--- src/rtl/mem_port_arbiter_if.sv ---
// Signal bundle between mem_port_arbiter, the CPU pipeline (IF/MEM ports)
// and the unified memory.
//   slave  : the arbiter's view (serves I/D requests, drives the memory port)
//   master : the environment's view (pipeline requesters plus memory model)
interface mem_port_arbiter_if #(
  parameter int ADDR_W = 32,
  parameter int DATA_W = 32
);
  // instruction-fetch port
  logic              i_req;
  logic [ADDR_W-1:0] i_addr;
  logic              i_flush;
  logic              i_gnt;
  logic              i_resp_valid;
  logic [DATA_W-1:0] i_rdata;

  // data-access port
  logic              d_req;
  logic              d_we;
  logic [ADDR_W-1:0] d_addr;
  logic [DATA_W-1:0] d_wdata;
  logic              d_gnt;
  logic              d_resp_valid;
  logic [DATA_W-1:0] d_rdata;

  // memory port
  logic              mem_req_valid;
  logic              mem_req_ready;
  logic              mem_we;
  logic [ADDR_W-1:0] mem_addr;
  logic [DATA_W-1:0] mem_wdata;
  logic              mem_resp_valid;
  logic [DATA_W-1:0] mem_rdata;

  modport slave (
    input  i_req, i_addr, i_flush,
    output i_gnt, i_resp_valid, i_rdata,
    input  d_req, d_we, d_addr, d_wdata,
    output d_gnt, d_resp_valid, d_rdata,
    output mem_req_valid, mem_we, mem_addr, mem_wdata,
    input  mem_req_ready, mem_resp_valid, mem_rdata
  );

  modport master (
    output i_req, i_addr, i_flush,
    input  i_gnt, i_resp_valid, i_rdata,
    output d_req, d_we, d_addr, d_wdata,
    input  d_gnt, d_resp_valid, d_rdata,
    input  mem_req_valid, mem_we, mem_addr, mem_wdata,
    output mem_req_ready, mem_resp_valid, mem_rdata
  );
endinterface

--- src/rtl/mem_port_arbiter.sv ---
// Shares one single-ported, multi-cycle memory between the fetch port (I)
// and the load/store port (D). D wins by default; a starvation counter hands
// the next arbitration to I after STARVE_LIMIT back-to-back D grants made
// while I was waiting. One memory transaction in flight at a time.
//
// state | meaning
// ------+-------------------------------------------------------------
// IDLE  | arbitrate; grant latches the request and owner
// ISSUE | mem_req_valid high from latched registers until mem_req_ready
// WAIT  | waiting for mem_resp_valid; capture read data for the owner
// RESP  | one-cycle resp_valid pulse to the owner (I pulse may be flushed)
module mem_port_arbiter #(
  parameter int ADDR_W       = 32,
  parameter int DATA_W       = 32,
  parameter int STARVE_LIMIT = 4
) (
  input logic          clk,
  input logic          reset,
  mem_port_arbiter_if.slave bus
);

  typedef enum logic [1:0] {
    S_IDLE  = 2'd0,
    S_ISSUE = 2'd1,
    S_WAIT  = 2'd2,
    S_RESP  = 2'd3
  } state_t;

  localparam logic [3:0] LIMIT   = 4'(STARVE_LIMIT);
  localparam logic       OWNER_I = 1'b0;
  localparam logic       OWNER_D = 1'b1;

  state_t            state_q, state_d;
  logic              owner_q, owner_d;
  logic [3:0]        starve_cnt_q, starve_cnt_d;
  logic              flushed_q, flushed_d;
  logic              we_q, we_d;
  logic [ADDR_W-1:0] addr_q, addr_d;
  logic [DATA_W-1:0] wdata_q, wdata_d;
  logic [DATA_W-1:0] i_rdata_q, i_rdata_d;
  logic [DATA_W-1:0] d_rdata_q, d_rdata_d;

  logic grant_i;
  logic grant_d;
  logic flush_hit;
  logic i_drop;

  // a flush only matters while I owns a transaction past its grant
  assign flush_hit = bus.i_flush && (owner_q == OWNER_I) && (state_q != S_IDLE);
  assign i_drop    = flushed_q || flush_hit;

  // IDLE arbitration: D by default, I once the starvation count saturates
  always_comb begin
    grant_i = 1'b0;
    grant_d = 1'b0;
    if (state_q == S_IDLE) begin
      if (bus.i_req && bus.d_req) begin
        if (starve_cnt_q == LIMIT) grant_i = 1'b1;
        else                       grant_d = 1'b1;
      end else if (bus.i_req) begin
        grant_i = 1'b1;
      end else if (bus.d_req) begin
        grant_d = 1'b1;
      end
    end
  end

  // next-state and register updates for the transaction sequencer
  always_comb begin
    state_d      = state_q;
    owner_d      = owner_q;
    starve_cnt_d = starve_cnt_q;
    flushed_d    = flushed_q;
    we_d         = we_q;
    addr_d       = addr_q;
    wdata_d      = wdata_q;
    i_rdata_d    = i_rdata_q;
    d_rdata_d    = d_rdata_q;

    case (state_q)
      S_IDLE: begin
        flushed_d = 1'b0;
        if (grant_i) begin
          owner_d      = OWNER_I;
          addr_d       = bus.i_addr;
          we_d         = 1'b0;
          wdata_d      = '0;
          starve_cnt_d = '0;
          state_d      = S_ISSUE;
        end else if (grant_d) begin
          owner_d = OWNER_D;
          addr_d  = bus.d_addr;
          we_d    = bus.d_we;
          wdata_d = bus.d_wdata;
          if (!bus.i_req)                starve_cnt_d = '0;
          else if (starve_cnt_q != LIMIT) starve_cnt_d = starve_cnt_q + 4'd1;
          state_d = S_ISSUE;
        end
      end
      S_ISSUE: begin
        flushed_d = flushed_q || flush_hit;
        if (bus.mem_req_ready) state_d = S_WAIT;
      end
      S_WAIT: begin
        flushed_d = flushed_q || flush_hit;
        if (bus.mem_resp_valid) begin
          // a flushed fetch leaves i_rdata at the last delivered value
          if (owner_q == OWNER_D) d_rdata_d = we_q ? '0 : bus.mem_rdata;
          else if (!i_drop)       i_rdata_d = bus.mem_rdata;
          state_d = S_RESP;
        end
      end
      S_RESP: begin
        flushed_d = 1'b0;
        state_d   = S_IDLE;
      end
      default: state_d = S_IDLE;
    endcase
  end

  // state register with synchronous reset
  always_ff @(posedge clk) begin
    if (reset) begin
      state_q      <= S_IDLE;
      owner_q      <= OWNER_I;
      starve_cnt_q <= '0;
      flushed_q    <= 1'b0;
      we_q         <= 1'b0;
      addr_q       <= '0;
      wdata_q      <= '0;
      i_rdata_q    <= '0;
      d_rdata_q    <= '0;
    end else begin
      state_q      <= state_d;
      owner_q      <= owner_d;
      starve_cnt_q <= starve_cnt_d;
      flushed_q    <= flushed_d;
      we_q         <= we_d;
      addr_q       <= addr_d;
      wdata_q      <= wdata_d;
      i_rdata_q    <= i_rdata_d;
      d_rdata_q    <= d_rdata_d;
    end
  end

  assign bus.i_gnt         = grant_i;
  assign bus.d_gnt         = grant_d;
  assign bus.mem_req_valid = (state_q == S_ISSUE);
  assign bus.mem_we        = we_q;
  assign bus.mem_addr      = addr_q;
  assign bus.mem_wdata     = wdata_q;
  assign bus.i_resp_valid  = (state_q == S_RESP) && (owner_q == OWNER_I) && !i_drop;
  assign bus.d_resp_valid  = (state_q == S_RESP) && (owner_q == OWNER_D);
  assign bus.i_rdata       = i_rdata_q;
  assign bus.d_rdata       = d_rdata_q;

endmodule

--- src/flat_wrapper.sv ---
// flat-port wrapper written by rule: the top's interface ports become plain ports
module mem_port_arbiter_flat 
#(
  parameter int ADDR_W       = 32,
  parameter int DATA_W       = 32,
  parameter int STARVE_LIMIT = 4
)
  (clk, reset, bus_i_req, bus_i_addr, bus_i_flush, bus_i_gnt, bus_i_resp_valid, bus_i_rdata, bus_d_req, bus_d_we, bus_d_addr, bus_d_wdata, bus_d_gnt, bus_d_resp_valid, bus_d_rdata, bus_mem_req_valid, bus_mem_we, bus_mem_addr, bus_mem_wdata, bus_mem_req_ready, bus_mem_resp_valid, bus_mem_rdata);
  mem_port_arbiter_if #(.ADDR_W(ADDR_W), .DATA_W(DATA_W)) bus_i ();
  input logic clk;
  input logic reset;
  input wire logic [$bits(bus_i.i_req)-1:0] bus_i_req;
  input wire logic [$bits(bus_i.i_addr)-1:0] bus_i_addr;
  input wire logic [$bits(bus_i.i_flush)-1:0] bus_i_flush;
  output wire logic [$bits(bus_i.i_gnt)-1:0] bus_i_gnt;
  output wire logic [$bits(bus_i.i_resp_valid)-1:0] bus_i_resp_valid;
  output wire logic [$bits(bus_i.i_rdata)-1:0] bus_i_rdata;
  input wire logic [$bits(bus_i.d_req)-1:0] bus_d_req;
  input wire logic [$bits(bus_i.d_we)-1:0] bus_d_we;
  input wire logic [$bits(bus_i.d_addr)-1:0] bus_d_addr;
  input wire logic [$bits(bus_i.d_wdata)-1:0] bus_d_wdata;
  output wire logic [$bits(bus_i.d_gnt)-1:0] bus_d_gnt;
  output wire logic [$bits(bus_i.d_resp_valid)-1:0] bus_d_resp_valid;
  output wire logic [$bits(bus_i.d_rdata)-1:0] bus_d_rdata;
  output wire logic [$bits(bus_i.mem_req_valid)-1:0] bus_mem_req_valid;
  output wire logic [$bits(bus_i.mem_we)-1:0] bus_mem_we;
  output wire logic [$bits(bus_i.mem_addr)-1:0] bus_mem_addr;
  output wire logic [$bits(bus_i.mem_wdata)-1:0] bus_mem_wdata;
  input wire logic [$bits(bus_i.mem_req_ready)-1:0] bus_mem_req_ready;
  input wire logic [$bits(bus_i.mem_resp_valid)-1:0] bus_mem_resp_valid;
  input wire logic [$bits(bus_i.mem_rdata)-1:0] bus_mem_rdata;
  assign bus_i.i_req = bus_i_req;
  assign bus_i.i_addr = bus_i_addr;
  assign bus_i.i_flush = bus_i_flush;
  assign bus_i_gnt = bus_i.i_gnt;
  assign bus_i_resp_valid = bus_i.i_resp_valid;
  assign bus_i_rdata = bus_i.i_rdata;
  assign bus_i.d_req = bus_d_req;
  assign bus_i.d_we = bus_d_we;
  assign bus_i.d_addr = bus_d_addr;
  assign bus_i.d_wdata = bus_d_wdata;
  assign bus_d_gnt = bus_i.d_gnt;
  assign bus_d_resp_valid = bus_i.d_resp_valid;
  assign bus_d_rdata = bus_i.d_rdata;
  assign bus_mem_req_valid = bus_i.mem_req_valid;
  assign bus_mem_we = bus_i.mem_we;
  assign bus_mem_addr = bus_i.mem_addr;
  assign bus_mem_wdata = bus_i.mem_wdata;
  assign bus_i.mem_req_ready = bus_mem_req_ready;
  assign bus_i.mem_resp_valid = bus_mem_resp_valid;
  assign bus_i.mem_rdata = bus_mem_rdata;
  mem_port_arbiter #(.ADDR_W(ADDR_W), .DATA_W(DATA_W), .STARVE_LIMIT(STARVE_LIMIT)) u_core (.clk(clk), .reset(reset), .bus(bus_i));
endmodule
--- config.mk ---
export PLATFORM = sky130hd
export DESIGN_NAME = mem_port_arbiter_flat
export DESIGN_NICKNAME = d
export VERILOG_FILES = /design/src/rtl/mem_port_arbiter_if.sv /design/src/rtl/mem_port_arbiter.sv /design/src/flat_wrapper.sv
export SDC_FILE = /design/constraint.sdc
export NUM_CORES = 1
export LEC_CHECK = 0
export ABC_AREA = 1
export ABC_CLOCK_PERIOD_IN_PS = 3700
export BUFFER_PORTS_ARGS = -buffer_cell sky130_fd_sc_hd__buf_2
export CORE_MARGIN = 5
export CORE_UTILIZATION = 35
export DETAILED_ROUTE_END_ITERATION = 16
export RECOVER_POWER = 25
export SETUP_SLACK_MARGIN = 0.5
export SLEW_MARGIN = 10
export SYNTH_ARGS = -nofsm -noshare
export SYNTH_HDL_FRONTEND = slang
export SYNTH_SLANG_ARGS = --single-unit
--- constraint.sdc ---
create_clock -name clk -period 3.7 [get_ports clk]
set_input_delay 0.925 -clock clk [delete_from_list [all_inputs] [get_ports clk]]
set_output_delay 0.925 -clock clk [all_outputs]
set_load 0.02 [all_outputs]
==> results.cfg <==
[run_status]
status = completed

[place]
numPortBuffers = 269
gp_congestion = 0.765
place_inst = 1296
dpl-instance-area_sq_um = 7380
dp_hpwl_mm = 12.6
place_ws_ns = 0.933

[synthesis]
netlist_instances = 852
synth_area_leaders = dfxtp_1 (46%), nand2_1 (13%), nand3_1 (8.7%)
ys_types = 25
synthDominantCellAreaShare = 0.456
yosysSeqAreaShare = 0.456
synth_top_cell_by_area = dfxtp_1
syn_area_sq_um = 6010
synth_seq_cells = 137
synth_fp_nets = 995
syn_area_per_cell_sq_um = 7.06
yosysWarningCount = 0

[critical_path]
arrival_ns = 1.98
crit_slowest_cell = inv_2
r2r_start = u_core.state_q[0]
start_kind = register
path_max_fanout = 33
endpoint_kind = primary output
worstPathRequired_ns = 2.77
slowest_delay_ns = 0.39
crit_chain = inv_1 -> ha_1 -> nand2_2 -> inv_2 -> nand2_2 -> inv_1 -> buf_2
critPathKind = register to primary output
cp-startpoint = u_core.state_q[0]

[final_layout]
areaGrowthSynthToFinish_pct = 31.0
stdcell_area_sq_um = 7880
nets = 1233
drive_above_1_share = 0.250
stdcell_count = 1328
antenna_cells = 0

[die]
die_w_um = 141
io_pins = 270
core-area_sq_um = 17100
start_util = 0.352
std_cell_rows = 48
dieArea_sq_um = 19900
die_h_um = 141

[clock_network]
clk_latency_ns = 0.41
tritoncts = built
path_clk_slew_ns = 0.06
cts_resized = 0
cts-root-buf = clkbuf_16
hold_buffers = 0
cts.sinks = 137
clockBufferDepth = 2
cts_setup_buffers = 0
cts_inserted_buffers = 17
cts_htree_levels = 4

[routing]
drtIter0Drc = 260
via_per_inst = 4.61
first_pass_iters = 4
drt_wl_total_mm = 18.5
ant_nets = 0
routedWlPerCell_um = 13.9
dr_total_vias = 6119
drc = 0

[sta]
setup_slack_ns = 0.800
setup_viol = 0
worst_slew_pin_slew_ns = 1.42
hold_viol = 0
post-route-min-period_ns = 2.90
worst_clock_skew_ns = 0.0109
slew_violations = 0
hold_ws_ns = 0.462
rsz0062_at_grt = false
min_period_over_period = 0.784
fin_setup_tns_ns = 0
slew_headroom = 0.0524
max_freq_mhz = 345

[power]
seqPwrFrac = 0.347
clockPowerShare = 0.295
p_leak_uw = 0.00414
ir_drop_uv = 308
p_sw_uw = 2180
swShare = 0.399
p_int_uw = 3280
powerDensity_nw_per_um2 = 693
combPwrFrac = 0.357

[grt]
overflow = 0
grt_util_all_layers = 0.182
grt_max_degree = 70
grt_antenna_before_repair = 1
grt_first_pass_wirelength_mm = 29.3
grt_pass1_vias = 5600

[worst_hold_path]
min_path_type = register to register
min-delay-start = u_core.bus.d_rdata[0]

[run]
drv_cap = 0
-- placed cells by master, fill, tap and decap left out --
cell | Yosys | layout
buf_2 | 19 | 222
nand2_1 | 202 | 202
dfxtp_1 | 137 | 137
inv_1 | 111 | 112
nand3_1 | 104 | 104
nor2_1 | 74 | 74
a21oi_1 | 71 | 71
clkbuf_1 | 22 | 48
nand4_1 | 34 | 34
o21ai_0 | 21 | 21
clkbuf_16 | 0 | 17
o21ai_1 | 14 | 14
buf_4 | 6 | 9
ha_1 | 7 | 7
inv_2 | 5 | 4
clkinvlp_4 | 0 | 4
clkinv_2 | 1 | 4
nand2_2 | 3 | 3
inv_6 | 0 | 3
nand2_4 | 2 | 2
clkinv_4 | 0 | 2
clkinvlp_2 | 0 | 1
nand3_2 | 1 | 1
nand4_4 | 1 | 1
nand3b_1 | 1 | 1
or2_2 | 1 | 1
o21a_1 | 1 | 1
xor2_1 | 1 | 1
clkbuf_8 | 0 | 1
bufinv_16 | 0 | 1
-- cell type report --
cell class                 instances  area (sq um)
timing repair buffer             279          1360
tap                              225           282
sequential                       137          2740
clock inverter                    14           124
clock buffer                      18           439
multi-input combinational        538          2490
inverter                         117           440
fill                            1839          9180
-- synth_stat cells --
| master | n |
|---|---|
| nand3_1 | 104 |
| nand2_4 | 2 |
| nand4_4 | 1 |
| buf_6 | 9 |
| clkinv_2 | 1 |
| nand2_2 | 3 |
| nand2_1 | 202 |
| inv_1 | 111 |
| o21ai_1 | 14 |
| inv_2 | 5 |
| or2_2 | 1 |
| nand4_1 | 34 |
| clkbuf_1 | 22 |
| buf_2 | 19 |
| nor2_1 | 74 |
| a21oi_1 | 71 |
| ha_1 | 7 |
| o21a_1 | 1 |
| buf_1 | 4 |
| dfxtp_1 | 137 |
| nand3b_1 | 1 |
| buf_4 | 6 |
| o21ai_0 | 21 |
| xor2_1 | 1 |
| nand3_2 | 1 |
-- critical path, delay by kind of cell, from the launching register on --
family	cells	cell delay, ns
adder cells (fa/ha/maj)	1	0.30
buffers and inverters	4	0.71
flip-flops	1	0.34
AND/OR/NAND/NOR	2	0.19
-- path summary, 6_finish.rpt --
path / to / slack, ns / depth (start not counted)
max: bus_i_gnt / 0.80 / 7
min: u_core.bus.d_rdata[0] / 0.46 / 2
max reg2reg: u_core.bus.mem_wdata[23] / 1.12 / 9
min reg2reg: u_core.bus.d_rdata[0] / 0.46 / 2
-- power groups by stage --
stage / sequential, uW / clock (uW) / combinational [uW]
2_1_floorplan: 2220 / 0 / 1170
4_1_cts: 1890 / 1660 / 2000
3_3_place_gp: 1920 / 0 / 1990
3_5_place_dp: 1920 / 0 / 2000
6_report: 1900 / 1610 / 1950
5_1_grt: 1930 / 1740 / 2200
-- sequential cells by signal, summed over array words and instances, names as in the netlist --
signal / count
u_core.bus.mem_wdata: 32
u_core.bus.i_rdata: 32
u_core.bus.d_rdata: 32
u_core.bus.mem_addr: 32
u_core.owner_q: 1
u_core.bus.mem_we: 1
u_core.flushed_q: 1
u_core.starve_cnt_q: 4
u_core.state_q: 2
-- layer usage --
| metal | track usage | vias up | wire length, um |
|---|---|---|---|
| met2 | 0.282 | 216 | 8390 |
| li1 | - | 3169 | - |
| met4 | 0.0556 | 2 | 235 |
| met3 | 0.0672 | 21 | 1490 |
| met5 | 0 | - | 13 |
| met1 | 0.238 | 2711 | 8360 |
-- logic make-up after synthesis --
group | Yosys count | synth area share
AND/OR/NAND/NOR | 423 | 0.309
buffers and inverters | 177 | 0.130
adder cells (fa/ha/maj) | 7 | 0.0146
AO/OA/AOI/OAI | 107 | 0.0895
XOR/XNOR | 1 | 0.00146
flip-flops | 137 | 0.456
-- stage by stage --
| stage | power [uW] | util |
|---|---|---|
| global route | 5870 | 0.462 |
| CTS | 5560 | 0.465 |
| finish | 5460 | 0.462 |
| floorplan | 3390 | - |
| detailed placement | 3920 | 0.432 |
| global placement | 3910 | 0.432 |
Note: power is estimated with default switching activity, not from simulation.
